<file path="src/rtl/pal_cfg_loader.sv">
// Byte-wide loader that serialises a PAL configuration bitstream LSB-first into the scan chain.
// Optional CRC-8 trailer check is built when PAL_CFG_CRC_EN is defined.
module pal_cfg_loader #(
    parameter int N = 8,
    parameter int M = 8,
    parameter int P = 11
) (
    input  logic       clk,
    input  logic       res_n,
    input  logic       start,
    input  logic       byte_valid,
    input  logic [7:0] byte_data,
    output logic       byte_ready,
    output logic       pal_cfg,
    output logic       pal_shift,
    output logic       pal_en,
    output logic       busy,
    output logic       done,
    output logic       err
);

    localparam int CFG_LEN = 2 * N * P + P * M;
    localparam int CNT_W   = $clog2(CFG_LEN + 1);
    localparam logic [CNT_W-1:0] FULL_CNT = CNT_W'(CFG_LEN);

`ifdef PAL_CFG_CRC_EN
    typedef enum logic [2:0] {IDLE, LOAD, SHIFT, DONE, CHECK, ERROR} state_t;
`else
    typedef enum logic [1:0] {IDLE, LOAD, SHIFT, DONE} state_t;
`endif

    state_t           state_q, state_d;
    logic [7:0]       sreg_q, sreg_d;
    logic [2:0]       bit_idx_q, bit_idx_d;
    logic [CNT_W-1:0] total_q, total_d;
    logic             err_q, err_d;
    logic             byte_ready_q, byte_ready_d;
    logic             pal_cfg_q, pal_cfg_d;
    logic             pal_shift_q, pal_shift_d;
    logic             pal_en_q, pal_en_d;
    logic             busy_q, busy_d;
    logic             done_q, done_d;

`ifdef PAL_CFG_CRC_EN
    logic [7:0]       crc_q, crc_d;

    // CRC-8, poly 0x07, MSB-first register, one chain bit per call
    function automatic logic [7:0] crc8_step(input logic [7:0] crc, input logic bit_in);
        logic fb;
        fb = crc[7] ^ bit_in;
        return {crc[6:0], 1'b0} ^ (fb ? 8'h07 : 8'h00);
    endfunction
`endif

    always_comb begin
        state_d   = state_q;
        sreg_d    = sreg_q;
        bit_idx_d = bit_idx_q;
        total_d   = total_q;
        err_d     = err_q;
`ifdef PAL_CFG_CRC_EN
        crc_d     = crc_q;
`endif
        if (start) begin
            // restart wins over any byte offered in the same cycle
            state_d   = LOAD;
            sreg_d    = 8'h00;
            bit_idx_d = 3'd0;
            total_d   = '0;
            err_d     = 1'b0;
`ifdef PAL_CFG_CRC_EN
            crc_d     = 8'h00;
`endif
        end else begin
            case (state_q)
                IDLE: begin
                end
                LOAD: begin
                    if (byte_valid && byte_ready_q) begin
                        sreg_d    = byte_data;
                        bit_idx_d = 3'd0;
                        state_d   = SHIFT;
                    end
                end
                SHIFT: begin
                    sreg_d    = {1'b0, sreg_q[7:1]};
                    bit_idx_d = bit_idx_q + 3'd1;
                    if (total_q != FULL_CNT) begin
                        total_d = total_q + CNT_W'(1);
                    end
`ifdef PAL_CFG_CRC_EN
                    crc_d = crc8_step(crc_q, sreg_q[0]);
`endif
                    // chain full takes priority; leftover bits of the last byte are dropped
                    if (total_d == FULL_CNT) begin
`ifdef PAL_CFG_CRC_EN
                        state_d = CHECK;
`else
                        state_d = DONE;
`endif
                    end else if (bit_idx_q == 3'd7) begin
                        state_d = LOAD;
                    end
                end
                DONE: begin
                    if (byte_valid) begin
                        err_d = 1'b1;
                    end
                end
`ifdef PAL_CFG_CRC_EN
                CHECK: begin
                    if (byte_valid && byte_ready_q) begin
                        if (byte_data == crc_q) begin
                            state_d = DONE;
                        end else begin
                            state_d = ERROR;
                            err_d   = 1'b1;
                        end
                    end
                end
                ERROR: begin
                end
`endif
                default: state_d = IDLE;
            endcase
        end

        // outputs are decoded from the next state so they come straight off flops
        byte_ready_d = (state_d == LOAD);
        busy_d       = (state_d == LOAD) || (state_d == SHIFT);
`ifdef PAL_CFG_CRC_EN
        byte_ready_d = byte_ready_d || (state_d == CHECK);
        busy_d       = busy_d || (state_d == CHECK);
`endif
        pal_shift_d = (state_d == SHIFT);
        pal_cfg_d   = (state_d == SHIFT) ? sreg_d[0] : 1'b0;
        pal_en_d    = (state_d == DONE);
        done_d      = (state_d == DONE);
    end

    always_ff @(posedge clk or negedge res_n) begin
        if (!res_n) begin
            state_q      <= IDLE;
            sreg_q       <= 8'h00;
            bit_idx_q    <= 3'd0;
            total_q      <= '0;
            err_q        <= 1'b0;
            byte_ready_q <= 1'b0;
            pal_cfg_q    <= 1'b0;
            pal_shift_q  <= 1'b0;
            pal_en_q     <= 1'b0;
            busy_q       <= 1'b0;
            done_q       <= 1'b0;
`ifdef PAL_CFG_CRC_EN
            crc_q        <= 8'h00;
`endif
        end else begin
            state_q      <= state_d;
            sreg_q       <= sreg_d;
            bit_idx_q    <= bit_idx_d;
            total_q      <= total_d;
            err_q        <= err_d;
            byte_ready_q <= byte_ready_d;
            pal_cfg_q    <= pal_cfg_d;
            pal_shift_q  <= pal_shift_d;
            pal_en_q     <= pal_en_d;
            busy_q       <= busy_d;
            done_q       <= done_d;
`ifdef PAL_CFG_CRC_EN
            crc_q        <= crc_d;
`endif
        end
    end

    assign byte_ready = byte_ready_q;
    assign pal_cfg    = pal_cfg_q;
    assign pal_shift  = pal_shift_q;
    assign pal_en     = pal_en_q;
    assign busy       = busy_q;
    assign done       = done_q;
    assign err        = err_q;

endmodule
</file>
<file path="config.mk">
export PLATFORM = sky130hd
export DESIGN_NAME = pal_cfg_loader
export DESIGN_NICKNAME = d
export VERILOG_FILES = /design/src/rtl/pal_cfg_loader.sv
export SDC_FILE = /design/constraint.sdc
export NUM_CORES = 1
export LEC_CHECK = 0
export ABC_AREA = 1
export ABC_CLOCK_PERIOD_IN_PS = 2200
export BUFFER_PORTS_ARGS = -buffer_cell sky130_fd_sc_hd__buf_2
export CAP_MARGIN = 20
export CORE_UTILIZATION = 38
export CTS_BUF_LIST = sky130_fd_sc_hd__clkbuf_4
export CTS_CLUSTER_DIAMETER = 40
export CTS_CLUSTER_SIZE = 10
export DETAILED_ROUTE_END_ITERATION = 16
export PLACE_DENSITY = 0.62
export SLEW_MARGIN = 30
export SYNTH_ARGS = -nofsm -noshare
export SYNTH_HDL_FRONTEND = slang
export SYNTH_SLANG_ARGS = --single-unit
</file>
<file path="constraint.sdc">
create_clock -name clk -period 2.2 [get_ports clk]
set_input_delay 0.11 -clock clk [delete_from_list [all_inputs] [get_ports clk]]
set_output_delay 0.11 -clock clk [all_outputs]
set_load 0.05 [all_outputs]
</file>
# [Yosys cells after proc, flatten, opt, wreduce, memory -nomap -nowiden]
# Index checks and enable logic that the tools add are counted.
[op_classes] add_sub_neg=2 n_eq_ne=10 muxes=20 reduce_logical=8
[ops] operator="2-to-1 mux 9 bit" count=5
[ops] operator="2-to-1 mux 8 bit" count=2
[ops] operator="case mux 8 bit (2 select lines)" count=1
[ops] operator="adder 9 x 1 -> 9 bit, second input constant" count=1
[ops] operator="== test 9 bit, second input constant" count=1
[ops] operator="!= test 9 bit, second input constant" count=1
[ops] operator="== test 2 bit, second input constant" count=4
[ops] operator="2-to-1 mux 2 bit" count=4
[ops] operator="2-to-1 mux 3 bit" count=2
[ops] operator="case mux 3 bit (2 select lines)" count=1
[ops] operator="nonzero test 2 bit" count=3
[ops] operator="== test 2 x 1 -> 1 bit, second input constant" count=2
[ops] operator="2-to-1 mux 1 bit" count=4
[ops] operator="case mux 2 bit (2 select lines)" count=1
[ops] operator="AND reduction 2 bit" count=2
[ops] operator="adder 3 x 1 -> 3 bit, second input constant" count=1
[ops] operator="== test 3 bit, second input constant" count=1
[ops] operator="!= test 3 bit, second input constant" count=1
[ops] operator="nonzero test 3 bit" count=1
[ops] operator="logical AND 1 bit" count=1
[ops] operator="logical OR 1 bit" count=1
[totals] reg_bits=28 in_bits=12 out_inout_bits=7

# [Depth between registers and ports, before layout]
[depth] depth_word=10 depth_mapped=16

# [Least setup slack after synthesis]
# No wires, ideal clock.
[synth_path] path_kind="register to register" start="register total_q[0]" end="register pal_cfg_q (netlist: pal_cfg)" setup_time_ps=119 t_arrival_ps=1695 required_ps=2081 path_slack_ps=386 path_stages_with_launch=16 period_less_slack_ps=1814 path_cell_list="dfrtp_1 -> inv_1 -> ha_1 -> nand2_1 -> nor2_1 -> nand2_1 -> nand2_1 -> nand3_1 -> nor2_1 -> nand3_1 -> nand2_1 -> nand2_1 -> nand2_1 -> a21oi_1 -> ha_1 -> and2_1"
[synth_between] elab_chain_len=10
[synth_rtl] element="from (decl)" line="35" source="logic [CNT_W-1:0] total_q, total_d;"
[synth_rtl] element="from (signal assigned)" line="161" source="total_q <= total_d;"
[synth_rtl] element="adder 9 x 1 -> 9 bit or != test 9 bit (tied branches)" line="89, 88"
[synth_rtl] element="2-to-1 mux 9 bit (*)" line="88" source="if (total_q != FULL_CNT) begin"
[synth_rtl] element="2-to-1 mux 9 bit (*)" line="75" source="case (state_q)"
[synth_rtl] element="2-to-1 mux 9 bit (*)" line="64" source="if (start) begin"
[synth_rtl] element="== test 9 bit (*)" line="95" source="if (total_d == FULL_CNT) begin"
[synth_rtl] element="2-to-1 mux 2 bit (*)" line="95"
[synth_rtl] element="case mux 2 bit (2 select lines) (*)" line="75"
[synth_rtl] element="2-to-1 mux 2 bit (*)" line="64"
[synth_rtl] element="== test 2 bit (*)"
[synth_rtl] element="named net pal_shift_d" line="39" source="logic pal_shift_q, pal_shift_d;"
[synth_rtl] element="2-to-1 mux 1 bit (*)" line="136" source="pal_cfg_d = (state_d == SHIFT) ? sreg_d[0] : 1'b0;"
[synth_rtl] element="named net pal_cfg_d" line="38" source="logic pal_cfg_q, pal_cfg_d;"
[synth_rtl] element="to (signal assigned)" line="164" source="pal_cfg_q <= pal_cfg_d;"
[synth_rtl] element="to (decl)" line="38"
# The timed path passes the listed nets; every way through them passes the cells marked *. The select of a mux whose other input is x is not followed.
# A chain may end at the register's enable or synchronous reset.

# [Worst setup path in the final report]
[layout_path] start="register total_q[1]" end="register busy_q (netlist: busy)"
[layout_between] elab_chain_len=10
[layout_rtl] element="adder 9 x 1 -> 9 bit or != test 9 bit (tied branches)" line="89, 88"
[layout_rtl] element="2-to-1 mux 9 bit (*)" line="88"
[layout_rtl] element="2-to-1 mux 9 bit (*)" line="75"
[layout_rtl] element="2-to-1 mux 9 bit (*)" line="64"
[layout_rtl] element="== test 9 bit (*)" line="95"
[layout_rtl] element="2-to-1 mux 2 bit (*)" line="95"
[layout_rtl] element="case mux 2 bit (2 select lines) (*)" line="75"
[layout_rtl] element="2-to-1 mux 2 bit (*)" line="64"
[layout_rtl] element="== test 2 x 1 -> 1 bit or == test 2 bit (tied branches)" line="130" source="busy_d = (state_d == LOAD) || (state_d == SHIFT);"
[layout_rtl] element="logical OR 1 bit (*)" line="130"
[layout_rtl] element="named net busy_d" line="41" source="logic busy_q, busy_d;"
[layout_rtl] element="to (signal assigned)" line="167" source="busy_q <= busy_d;"
[layout_rtl] element="to (decl)" line="41"
# Marks and branches as above.

==> results.json <==
{
  "clock-sinks": 28,
  "area_growth_pct": 20.6,
  "synth_compound_area_frac": 0.148,
  "crit_top_cell": "nand2_1",
  "grt_pass1_vias": 1189,
  "synth.area.top_cells": "dfrtp_1, nand2_1, ha_1",
  "seqCellArea_sq_um": 701,
  "cts_tree": "yes",
  "final_util": 0.488,
  "criticalPathCategory": "register to register",
  "cp_slowest_cell": "dfrtp_1",
  "wl_per_cell_um": 12.4,
  "cts-htree-levels": 1,
  "netlist_area_sq_um": 1500,
  "yosys_warnings": 0,
  "critPathLaunchType": "register",
  "netlist.area_leader.share": 0.466,
  "required_ns": 2.46,
  "path_clk_slew_ns": 0.16,
  "antenna_left": 0,
  "synthArstFlopShare": 1.00,
  "crit_fanout": 3,
  "numCtsBuffers": 3,
  "crit_arrival_ns": 2.28,
  "tns_ns": 0,
  "die_area_sq_um": 4210,
  "synthFlopType": "dfrtp_1",
  "vdd_drop_max_uv": 383,
  "yosysSeqAreaShare": 0.466,
  "grt_pass1_wl_mm": 5.20,
  "max_freq_ghz": 0.495,
  "worstPathCellList": "ha_2 > nand3_2 > nor2_4 > nand2_1 > nand2_1 > nand2_1 > nor2_1 > nand3_2 > nand2_1 > nand2_1 > nand2_2 > a21oi_1 > ha_2 > inv_1",
  "die_w_um": 64.9,
  "die_h_um": 64.9,
  "ys_top_cells_by_count": "nand2_1, inv_1, dfrtp_1, nand3_1, o22ai_1",
  "hold_class": "input port to register",
  "syn_nets": 201,
  "tightest_slew_ns": 0.644,
  "ys_seq_elements": 28,
  "finalCritPeriodShare": 0.918,
  "critPathBufInv": 1,
  "critPathCaptureType": "register",
  "synth_xor_area_frac": 0.0233,
  "relSlewSlack": 0.570,
  "avgSynthCellArea_sq_um": 8.39,
  "first_iter_violations": 88,
  "leakagePower_nw": 0.899,
  "syn_inst": 179,
  "port_buffers": 18,
  "grt_use_total": 0.161,
  "final_cells": 254,
  "fillers": 360,
  "yosysMostFrequentCell": "nand2_1",
  "n_antenna_cell": 0,
  "p_per_area_nw_per_um2": 957,
  "antenna_found_initial": 0,
  "io_pins": 19,
  "design.core.area_sq_um": 3720,
  "ys_types": 24,
  "grt_overflow_total": 0,
  "drt-pass1-iter-count": 4,
  "clk_latency_ns": 0.34,
  "synthSimpleGateAreaFrac": 0.189,
  "synth_mux_area_frac": 0,
  "fin_skew_ns": 0.00658,
  "slew_viol_final": 0,
  "layout-drive-gt1-share": 0.243,
  "clockBufferDepth": 2,
  "hold_viol": 0,
  "dp_hpwl_mm": 2.18,
  "grt_max_degree": 29,
  "multiInputGateArea_sq_um": 728,
  "start_util": 0.404,
  "vias": 1268,
  "synth-edff-count": 0,
  "period_minus_slack_ns": 2.02,
  "status": "finished clean",
  "synth_top_family_by_area": "simple AND/OR/NAND/NOR gates",
  "gp_congestion": 0.794,
  "routed_via_density": 4.99,
  "placed_cells": 245,
  "drc": 0,
  "drv_cap": 0,
  "rows": 22,
  "slowest_delay_ns": 0.43,
  "crit_family": "simple AND/OR/NAND/NOR gates",
  "yosysTopAreaCell": "dfrtp_1",
  "cts-root-buf": "clkbuf_4",
  "synthAdderAreaFrac": 0.0833,
  "setup_viol": 0,
  "finalWirelength_mm": 3.15,
  "finalNetCount": 229
}
[final timing paths]
kind                       cells after the start               endpoint  slack, ns                   start
max                                           14         busy$_DFF_PN0_       0.18  total_q[1]$_DFFE_PN0P_
min                                            3        err$_DFFE_PN0P_      0.007              byte_valid
max reg2reg                                   14         busy$_DFF_PN0_       0.18  total_q[1]$_DFFE_PN0P_
min reg2reg                                    2        err$_DFFE_PN0P_       0.53         err$_DFFE_PN0P_
max in group asynchronous                      2  sreg_q[1]$_DFFE_PN0P_       1.48                   res_n
min in group asynchronous                      2   byte_ready$_DFF_PN0_       0.31                   res_n
[flip-flops by register name, summed over array words and instances (netlist names), 2 cells and up]
signal     flops
bit_idx_q      3
state_q        2
sreg_q         8
total_q        9
[through the flow]
step / hold slack [ns] / setup slack, ns / total power [mW] / area (sq um)
2_1_floorplan: -0.186 / 0.386 / 1.17 / 1500
3_3_place_gp: 0.189 / 0.122 / 1.34 / 1660
3_5_place_dp: 0.180 / 0.121 / 1.34 / 1660
4_1_cts: 0.00129 / 0.103 / 1.69 / 1720
5_1_grt: 0.00189 / -0.0196 / 1.86 / 1810
6_report: 0.00678 / 0.180 / 1.74 / 1810
[cells in the final DEF, fill, tap and decap left out, drive strengths merged, types with 2 or more instances in the layout]
master and count:
o21ai 10, ha 10, nand3 13, dlygate4sd3 2, inv 31, buf 24
nor2 12, clkbuf 3, o22ai 11, a22oi 6, xor2 4, nand2 39
a21oi 7, dfrtp 28
[repair_timing]
item | CTS | global route
setup endpoints to repair | 0 | 4
setup buffers | 0 | 3
hold buffers | 1 | 1
hold endpoints to repair | 28 | 1
gates resized for setup | 0 | 18
[cell type report]
cell class                      count  share of cell area
Tap cell                           48              0.0331
Sequential cell                    28               0.386
Multi-Input combinational cell    117               0.402
Timing Repair Buffer               26              0.0856
Clock inverter                      1              0.0166
Inverter                           31              0.0642
Clock buffer                        3              0.0124
[tightest hold or removal path: cells and delay by family]
kind                   cells  cell delay, ns
AND/OR/NAND/NOR            1            0.07
buffers and inverters      1            0.09
AO/OA/AOI/OAI              1            0.05
[power breakdown]
| group | switching (mW) | leakage [nW] | internal [mW] | total (mW) |
|---|---|---|---|---|
| Sequential | 0.0567 | 0.377 | 0.602 | 0.658 |
| Combinational | 0.491 | 0.494 | 0.236 | 0.727 |
| Clock | 0.166 | 0.0279 | 0.184 | 0.350 |
| Total | 0.713 | 0.899 | 1.02 | 1.74 |
[routing by layer]
metal / up-vias / GRT usage / routed length, um
met5: - / 0 / 0
met4: 0 / 0.0667 / 46
met3: 5 / 0.0229 / 114
met2: 27 / 0.262 / 1480
met1: 597 / 0.213 / 1510
li1: 639 / - / -
[logic make-up after synthesis]
group | Yosys count
AOI/OAI and AO/OA | 37
and+or+nand+nor | 66
buffers and inverters | 34
xor gates and xnor gates | 4
DFF | 28
adders and majority gates | 10
No activity file was read; power rests on OpenSTA's default activity.
